==> src/rtl/sync_fifo_flags.sv <==
// sync_fifo_flags: single-clock FIFO with wrap-bit pointers, occupancy count,
// programmable almost-full/almost-empty, sticky overflow/underflow,
// synchronous flush and a registered read port with a valid strobe.
module sync_fifo_flags #(
    parameter int DATA_SIZE     = 8,
    parameter int ADDR_BITS     = 2,
    parameter int AFULL_THRESH  = 3,
    parameter int AEMPTY_THRESH = 1
) (
    input  logic                 clk,
    input  logic                 rst,
    input  logic                 we,
    input  logic [DATA_SIZE-1:0] wrdata,
    input  logic                 re,
    output logic [DATA_SIZE-1:0] rddata,
    output logic                 rvalid,
    input  logic                 flush,
    input  logic                 clr_err,
    output logic                 full,
    output logic                 empty,
    output logic                 almost_full,
    output logic                 almost_empty,
    output logic [ADDR_BITS:0]   count,
    output logic                 overflow,
    output logic                 underflow
);

    localparam int DEPTH = 1 << ADDR_BITS;
    localparam int PW    = ADDR_BITS + 1;

    // Thresholds fit in PW bits for legal parameter values (max = depth).
    localparam logic [PW-1:0] AF_T = PW'(AFULL_THRESH);
    localparam logic [PW-1:0] AE_T = PW'(AEMPTY_THRESH);

    logic [DATA_SIZE-1:0] mem [DEPTH];
    logic [PW-1:0]        wp, rp;
    logic                 wr_acc, rd_acc;

    // Flags derive only from registered pointers, so they move on edges only.
    assign count        = wp - rp;
    assign empty        = (wp == rp);
    assign full         = (wp[ADDR_BITS-1:0] == rp[ADDR_BITS-1:0]) &&
                          (wp[ADDR_BITS] != rp[ADDR_BITS]);
    assign almost_full  = (count >= AF_T);
    assign almost_empty = (count <= AE_T);

    // Acceptance uses pre-edge flags; flush suppresses both ports.
    assign wr_acc = we & ~full  & ~flush;
    assign rd_acc = re & ~empty & ~flush;

    // Pointer update: reset and flush both rewind to zero.
    always_ff @(posedge clk) begin
        if (!rst) begin
            wp <= '0;
            rp <= '0;
        end else if (flush) begin
            wp <= '0;
            rp <= '0;
        end else begin
            if (wr_acc) wp <= wp + 1'b1;
            if (rd_acc) rp <= rp + 1'b1;
        end
    end

    // Storage write; contents are not reset.
    always_ff @(posedge clk) begin
        if (rst && wr_acc) mem[wp[ADDR_BITS-1:0]] <= wrdata;
    end

    // Registered read port; rddata holds its value when no read is accepted.
    always_ff @(posedge clk) begin
        if (!rst) begin
            rddata <= '0;
            rvalid <= 1'b0;
        end else if (flush) begin
            rvalid <= 1'b0;
        end else begin
            rvalid <= rd_acc;
            if (rd_acc) rddata <= mem[rp[ADDR_BITS-1:0]];
        end
    end

    // Sticky error flags: a new event in the same cycle as clr_err wins.
    always_ff @(posedge clk) begin
        if (!rst) begin
            overflow  <= 1'b0;
            underflow <= 1'b0;
        end else begin
            if (clr_err)              overflow  <= 1'b0;
            if (we & full & ~flush)   overflow  <= 1'b1;
            if (clr_err)              underflow <= 1'b0;
            if (re & empty & ~flush)  underflow <= 1'b1;
        end
    end

endmodule

==> config.mk <==
export PLATFORM = sky130hd
export DESIGN_NAME = sync_fifo_flags
export DESIGN_NICKNAME = d
export VERILOG_FILES = /design/src/rtl/sync_fifo_flags.sv
export SDC_FILE = /design/constraint.sdc
export NUM_CORES = 1
export LEC_CHECK = 0
export CAP_MARGIN = 20
export CORE_ASPECT_RATIO = 1.2
export CORE_UTILIZATION = 53
export CTS_CLUSTER_DIAMETER = 30
export DETAILED_ROUTE_END_ITERATION = 7
export GPL_ROUTABILITY_DRIVEN = 1
export PLACE_DENSITY = 0.82
export SLEW_MARGIN = 5
export SYNTH_ARGS = -nofsm -noshare
export SYNTH_HDL_FRONTEND = slang
export SYNTH_SLANG_ARGS = --single-unit
==> constraint.sdc <==
create_clock -name clk -period 2.75 [get_ports clk]
set_input_delay 0.55 -clock clk [delete_from_list [all_inputs] [get_ports clk]]
set_output_delay 0.55 -clock clk [all_outputs]
set_load 0.1 [all_outputs]
==> summary.md, run 1 <==
| Metric | Value |
|---|---|
| Worst reg2reg endpoint | `mem[3][2]$_DFFE_PP_` |
| P per Cell Area | `523 nW/um2` |
| Setup violations, final | `0` |
| Worst setup path startpoint | `wp[0]$_SDFFE_PP0P_` |
| Hold crit path type | `flop to flop` |
| Max-cap check violation count | `0` |
| Kind of cell adding the most delay to the critical path | `adder cells` |
| Chip height | `72.4 um` |
| Initial antenna violation count | `0` |
| Static Leak | `0.000981 uW` |
| CP peak stage delay | `490 ps` |
| Synth area leader | `edfxtp_1` |
| CTS max path bufs | `2` |
| Pint | `1040 uW` |
| FILL cells | `293` |
| Site Rows | `25` |
| CTS tree | `yes` |
| ANT nets after route | `0` |
| Die ar. | `4390 um2` |
| Average cell area after synthesis | `~13 um2` |
| Worst-case reg-to-reg path depth | `5` |
| Post-synth top area share | `44.0%` |
| Unrepaired setup endpoints after global routing | `no` |
| Hold Slack | `511 ps` |
| Synth Register Bits | `49` |
| Fin nets | `217` |
| Post-synth EDFFs | `32` |
| Hold_buf cts | `0` |
| Placer Congestion | `0.784` |
| Dpl ws | `just under 300 ps` |
| Tmin final | `2520 ps` |
| Average routed wire per standard cell | `17.5 um` |
| Setup crit end | `almost_full` |
| Multi-input gate area | `between 800 and 900 um2` |
| Final hold violation count | `0` |
| Vias per Instance | `5.66` |
| Area growth syn-to-layout | `24.8%` |
| WP data required | `2200 ps` |
| Core area | `3940 um2` |
| Global Route Usage Sum | `around 22%` |
| Die Wd | `60.6 um` |
| Power share of the combinational group | `about an eighth` |
| FF+latch area | `~1300 um2` |
| Worst path cell trace | `inv_1 > ha_1 > inv_1 > fa_2 > a21o_4 > buf_12` |
| Worst setup margin | `roughly 230 ps` |
| Clock sink count | `49` |
| Most common cell on crit path | `inv_1` |
| Proportion of layout cells with a drive suffix above 1 | `26.5%` |
| Sequential share of the synthesized area | `59.5%` |
| Count leader, synth | `edfxtp_1` |
| Max VDD drop | `0.422 mV` |
| Sw frac | `27.3%` |
| Power Total | `1430 uW` |
| TritonRoute pass-1 iters | `4` |
| Clk_lat worst skew | `310 ps` |
| Final WL | `~4400 um` |
| Global route overflow | `0` |
| Slowest cell on the critical path | `fa_2` |
| Synth warn | `0` |
| CTS Root Cell | `clkbuf_8` |
| Cell depth of the worst setup path | `6` |
| I/O pins | `32` |
| Number of CTS-inserted buffers | `5` |
| Buffers on Ports | `31` |
| R2R Path Start | `wp[0]$_SDFFE_PP0P_` |
| Buf+Inv Stages, Crit Path | `3` |
| Post-CTS Resized | `0` |
| Final period utilization | `between 90% and 100%` |
| First-pass GRT wire length | `6780 um` |
| Sequential power share | `between 50% and 60%` |
| Layout Skew | `6.62 ps` |
| Crit end category | `output port` |
| WP data arrival | `about 2000 ps` |
| Unique masters post-synth | `29` |
| Top cells by count, synth | `edfxtp_1 (32), dfxtp_1 (17), nand3_1 (16)` |
| ANT cells | `0` |
| Gate Count Post-Synth | `162` |
| HPWL after detailed placement | `around 3200 um` |
| Vias in the first global route | `1404` |
| Clock share of power | `a little under a third` |
| Post CTS Setup Buffer Count | `0` |
| Status | `finished, final reports clean` |
| Mapped Area | `2190 um2` |
| Reg2reg setup slack | `440 ps` |
| H-tree Lvls | `2` |
| Crit start category | `flop` |
| CP Class | `flop to output port` |
| Routed via count | `1415` |
| Area contributors post-synth | `edfxtp_1 (44%), dfxtp_1 (16%), mux4_2 (8.2%), ha_1 (4.0%), nand3_1 (3.7%)` |
| DRT iter0 DRCs | `102` |
| Worst-path clk slew | `~90 ps` |
| Worst-margin pin slew | `458 ps` |
| Sw Pwr | `390 uW` |
| Final slew viol count | `0` |
| Slew headroom | `69.4%` |
| Largest net degree at the start of global routing | `21` |
| Post-synth net total | `184` |
| Ys async rst share | `0%` |
| FMAX | `0.396 GHz` |
| DRC | `0` |
| Top FF cell, synth | `edfxtp_1` |
| Starting Density | `a little under three fifths` |
| Critical path peak fanout | `4` |
how the worst min path moves through the flow:
stage               cells after the start              startpoint                     end  slack (ps)
floorplan                               2      wp[0]$_SDFFE_PP0P_      wp[0]$_SDFFE_PP0P_         470
detailed placement                      2  rddata[1]$_SDFFE_PN0P_  rddata[1]$_SDFFE_PN0P_         500
global route                            2      wp[0]$_SDFFE_PP0P_      wp[0]$_SDFFE_PP0P_         540
CTS                                     2  rddata[1]$_SDFFE_PN0P_  rddata[1]$_SDFFE_PN0P_         510
global placement                        2  rddata[1]$_SDFFE_PN0P_  rddata[1]$_SDFFE_PN0P_         480
finish                                  2      wp[0]$_SDFFE_PP0P_      wp[0]$_SDFFE_PP0P_         510
per-stage QoR:
step                      cell area, um2  utilization [%]  std cells  setup TNS, ps
after floorplan                     2220                -        162           -188
after global placement              2630             66.8        242              0
after detailed placement            2630             66.8        242              0
after CTS                           2730             69.2        250              0
after global routing                2730             69.2        250              0
final                               2730             69.2        250              0
layout make-up:
class | count | share of cell area (%)
clock inverters | 3 | 0.917
flip-flops and latches | 49 | 47.7
inverters | 10 | 1.38
multi-input cells | 92 | 30.4
clock buffers | 5 | 2.52
well taps | 54 | 2.48
repair buffers | 37 | 14.6
registers in the layout (all words and copies together), names as in the netlist:
signal,count
wp,3
overflow,1
rp,3
rvalid,1
underflow,1
mem,32
rddata,8
worst register-to-register path: cells and delay by family (launching register included):
kind / cells / cell delay [ps]
DFF: 1 / 380
AOI/OAI and AO/OA: 1 / 360
buffers and inverters: 1 / 110
adders and majority gates: 1 / 350
and+or+nand+nor: 2 / 770
cell usage in the layout, fill, tap and decap left out, types with 2 or more instances in the layout:
cell type	count
edfxtp_1	32
dfxtp_1	17
buf_4	17
nand3_1	16
clkdlybuf4s50_1	13
inv_1	10
o211ai_1	10
nand2_1	9
nand4_1	9
mux4_2	8
ha_1	7
buf_12	7
mux2i_1	5
clkbuf_8	5
and3_1	4
nor2_2	3
nand2b_1	3
a21oi_2	2
nor2b_1	2
o32ai_1	2
and2_1	2
inv_6	2
cell families after synthesis:
group,after synthesis,share of synthesized area [%]
flip-flops,49,59.5
multiplexers,13,10.5
adder cells (fa/ha/maj),8,4.92
AND/OR/NAND/NOR,52,13.0
AO/OA/AOI/OAI,16,6.30
buffers and inverters,21,4.18
XOR/XNOR,3,1.55
metal layers:
metal / global-route usage, % / vias to the layer above / part of all wire, %
met3: 4.81 / 10 / 3.9
met4: 9.85 / 0 / 1.8
met1: 27.5 / 701 / 42
met5: 0 / - / 0
li1: - / 671 / -
met2: 36.6 / 33 / 52
power by group through the flow:
stage               clock, uW  combinational [uW]  sequential [uW]
detailed placement          0                 181              819
finish                    445                 181              802
global placement            0                 177              818
global route              473                 191              804
floorplan                   0                68.1              869
CTS                       443                 182              802
No activity file was read; power rests on OpenSTA's default activity.
==> run 2: changes to the inputs <==
--- a/config.mk
+++ b/config.mk
@@ -5,6 +5,7 @@
 export SDC_FILE = /design/constraint.sdc
 export NUM_CORES = 1
 export LEC_CHECK = 0
+export ABC_CLOCK_PERIOD_IN_PS = 2750
 export CAP_MARGIN = 20
 export CORE_ASPECT_RATIO = 1.2
 export CORE_UTILIZATION = 53
@@ -12,6 +13,8 @@
 export DETAILED_ROUTE_END_ITERATION = 7
 export GPL_ROUTABILITY_DRIVEN = 1
 export PLACE_DENSITY = 0.82
+export RECOVER_POWER = 50
+export SETUP_SLACK_MARGIN = 0.02
 export SLEW_MARGIN = 5
 export SYNTH_ARGS = -nofsm -noshare
 export SYNTH_HDL_FRONTEND = slang
==> summary.md, run 2 (synthesis gave the netlist of run 1 again) <==
| Metric | Value |
|---|---|
| Crit start category | `flop` |
| Tmin final | `2520 ps (-0.667 ps)` |
| Global Route Usage Sum | `22.1% (unchanged)` |
| ANT nets after route | `0 (unchanged)` |
| Area growth syn-to-layout | `22.6%` |
| Most common cell after layout, fill and taps aside | `edfxtp_1` |
| Clock sink count | `49 (unchanged)` |
| Slowest cell on the critical path | `fa_2` |
| Largest register FFs | `32 (unchanged)` |
| CP Class | `flop to output port` |
| Buf+Inv Stages, Crit Path | `3 (unchanged)` |
| R2R Path Start | `wp[0]$_SDFFE_PP0P_` |
| Placer Congestion | `0.784 (unchanged)` |
| Kind of cell adding the most delay to the critical path | `adder cells` |
| Clk_lat worst skew | `310 ps (about the same)` |
| Final instance area | `2680 um2 (-1.8%)` |
| FMAX | `0.397 GHz (about the same)` |
| Worst setup path startpoint | `wp[0]$_SDFFE_PP0P_` |
| Die ar. | `4390 um2 (unchanged)` |
| P per Cell Area | `528 nW/um2 (+0.90%)` |
| Hold_buf cts | `0 (unchanged)` |
| WP data arrival | `1970 ps (about the same)` |
| Largest net degree at the start of global routing | `21 (unchanged)` |
| Sw frac | `27.4% (+0.058 points)` |
| First-pass GRT wire length | `6780 um (unchanged)` |
| Cell depth of the worst setup path | `6 (unchanged)` |
| Buffers on Ports | `31 (unchanged)` |
| Proportion of layout cells with a drive suffix above 1 | `19.9% (-6.6 points)` |
| Starting Density | `55.5% (unchanged)` |
| Power share of the combinational group | `12.1% (-0.6 points)` |
| Hold crit path type | `flop to flop` |
| Critical path peak fanout | `4 (unchanged)` |
| Core area | `3940 um2 (unchanged)` |
| CTS Root Cell | `clkbuf_8` |
| DRC | `0 (unchanged)` |
| Post CTS Setup Buffer Count | `0 (unchanged)` |
| I/O pins | `32 (unchanged)` |
| Chip height | `72.4 um (unchanged)` |
| Status | `finished, final reports clean` |
| Sequential power share | `56.7% (+0.5 points)` |
| Non-filler instance count after layout | `250 (unchanged)` |
| Unrepaired setup endpoints after global routing | `no` |
| Worst-case reg-to-reg path depth | `5 (unchanged)` |
| Global route overflow | `0 (unchanged)` |
| Final hold violation count | `0 (unchanged)` |
| Post-CTS Resized | `0 (unchanged)` |
| Layout Skew | `6.78 ps (+0.166 ps)` |
| H-tree Lvls | `2 (unchanged)` |
| CTS tree | `yes` |
| TritonRoute pass-1 iters | `4 (unchanged)` |
| Setup violations, final | `0 (unchanged)` |
| Most common cell on crit path | `inv_1` |
| Final slew viol count | `0 (unchanged)` |
| Multi-input gate area | `830 um2 (unchanged)` |
| Dpl ws | `293 ps (unchanged)` |
| Vias in the first global route | `1404 (unchanged)` |
| Cells after DPL | `242 (unchanged)` |
| Initial antenna violation count | `0 (unchanged)` |
| CTS max path bufs | `2 (unchanged)` |
| Final WL | `4370 um (-0.11%)` |
| CP peak stage delay | `490 ps (about the same)` |
| WP data required | `2200 ps (about the same)` |
| Vias per Instance | `5.59 (-1.2%)` |
| Worst path cell trace | `inv_1 > ha_1 > inv_1 > fa_2 > a21o_4 > buf_12` |
| Setup crit end | `almost_full` |
| Reg2reg setup slack | `440 ps (about the same)` |
| Worst-margin pin slew | `1180 ps (+721 ps)` |
| Average routed wire per standard cell | `17.5 um (-0.11%)` |
| ANT cells | `0 (unchanged)` |
| Placed cell areas | `2630 um2 (unchanged)` |
| Crit end category | `output port` |
| FILL cells | `300 (+2.4%)` |
| Fin nets | `217 (unchanged)` |
| Max-cap check violation count | `0 (unchanged)` |
| HPWL after detailed placement | `3230 um (unchanged)` |
| Max VDD drop | `0.422 mV (about the same)` |
| Sw Pwr | `388 uW (-0.70%)` |
| FF+latch area | `1300 um2 (unchanged)` |
| Pint | `1030 uW (-0.99%)` |
| Routed via count | `1398 (-1.2%)` |
| Power Total | `1410 uW (-0.91%)` |
| Slew headroom | `21.8% (-48 points)` |
| Final period utilization | `91.7% (about the same)` |
| Worst-path clk slew | `90 ps (about the same)` |
| Die Wd | `60.6 um (unchanged)` |
| Site Rows | `25 (unchanged)` |
| Clock share of power | `31.2% (about the same)` |
| Static Leak | `0.000929 uW (-5.4%)` |
| Worst setup margin | `228 ps (+0.667 ps)` |
| DRT iter0 DRCs | `101 (-0.98%)` |
| Worst reg2reg endpoint | `mem[3][2]$_DFFE_PP_` |
| Commonest cells after routing, fill and taps aside | `edfxtp_1 (32), dfxtp_1 (17), nand3_1 (16), clkbuf_1 (13)` |
| Number of CTS-inserted buffers | `5 (unchanged)` |
[run 2: area by class of cell]
type,count,share of cell area (%)
Clock buffer,5,2.57
Clock inverter,3,0.934
Inverter,10,1.40
Multi-Input combinational cell,92,31.0
Sequential cell,49,48.6
Tap cell,54,2.52
Timing Repair Buffer,37,13.0
[run 2: power groups by stage]
stage               Clock, uW  Sequential [uW]  Combinational [uW]
floorplan                   0              869                68.1
global placement            0              818                 177
detailed placement          0              819                 181
CTS                       443              802                 182
global route              473              803                 180
finish                    442              802                 171
[run 2: worst reg2reg max path, stage by stage (launching register included)]
cell	delay, ps
dfxtp_1	380
inv_1	110
ha_1	350
and2_2	290
a21oi_2	360
and3_1	480
[run 2: worst min path at each step]
stage                                  end                    from  cells after the start  slack, ps
floorplan               wp[0]$_SDFFE_PP0P_      wp[0]$_SDFFE_PP0P_                      2        470
global placement    rddata[1]$_SDFFE_PN0P_  rddata[1]$_SDFFE_PN0P_                      2        480
detailed placement  rddata[1]$_SDFFE_PN0P_  rddata[1]$_SDFFE_PN0P_                      2        500
CTS                 rddata[1]$_SDFFE_PN0P_  rddata[1]$_SDFFE_PN0P_                      2        510
global route            wp[0]$_SDFFE_PP0P_      wp[0]$_SDFFE_PP0P_                      2        540
finish                  wp[0]$_SDFFE_PP0P_      wp[0]$_SDFFE_PP0P_                      2        510
[run 2: metrics by stage]
step	util (%)	setup TNS [ps]	hold slack, ps
2_1_floorplan	-	-188	469
3_3_place_gp	66.8	0	483
3_5_place_dp	66.8	0	498
5_1_grt	68.0	0	543
4_1_cts	69.2	0	510
6_report	68.0	0	511
[run 2: layer usage]
layer  vias up  wire (um)  GRT usage, %  part of all wire (%)
li1        672          -             -                     -
met1       685       1840          27.5                    42
met2        31       2270          36.6                    52
met3        10        178          4.81                   4.1
met4         0         79          9.85                   1.8
met5         -          0             0                     0
==> run 3: changes to the inputs <==
--- a/config.mk
+++ b/config.mk
@@ -15,7 +15,7 @@
 export PLACE_DENSITY = 0.82
 export RECOVER_POWER = 50
 export SETUP_SLACK_MARGIN = 0.02
-export SLEW_MARGIN = 5
+export SLEW_MARGIN = 20
 export SYNTH_ARGS = -nofsm -noshare
 export SYNTH_HDL_FRONTEND = slang
 export SYNTH_SLANG_ARGS = --single-unit
==> results of run 3 <==
Same layout as run 2: the final DEF is identical, and so are final timing and power.
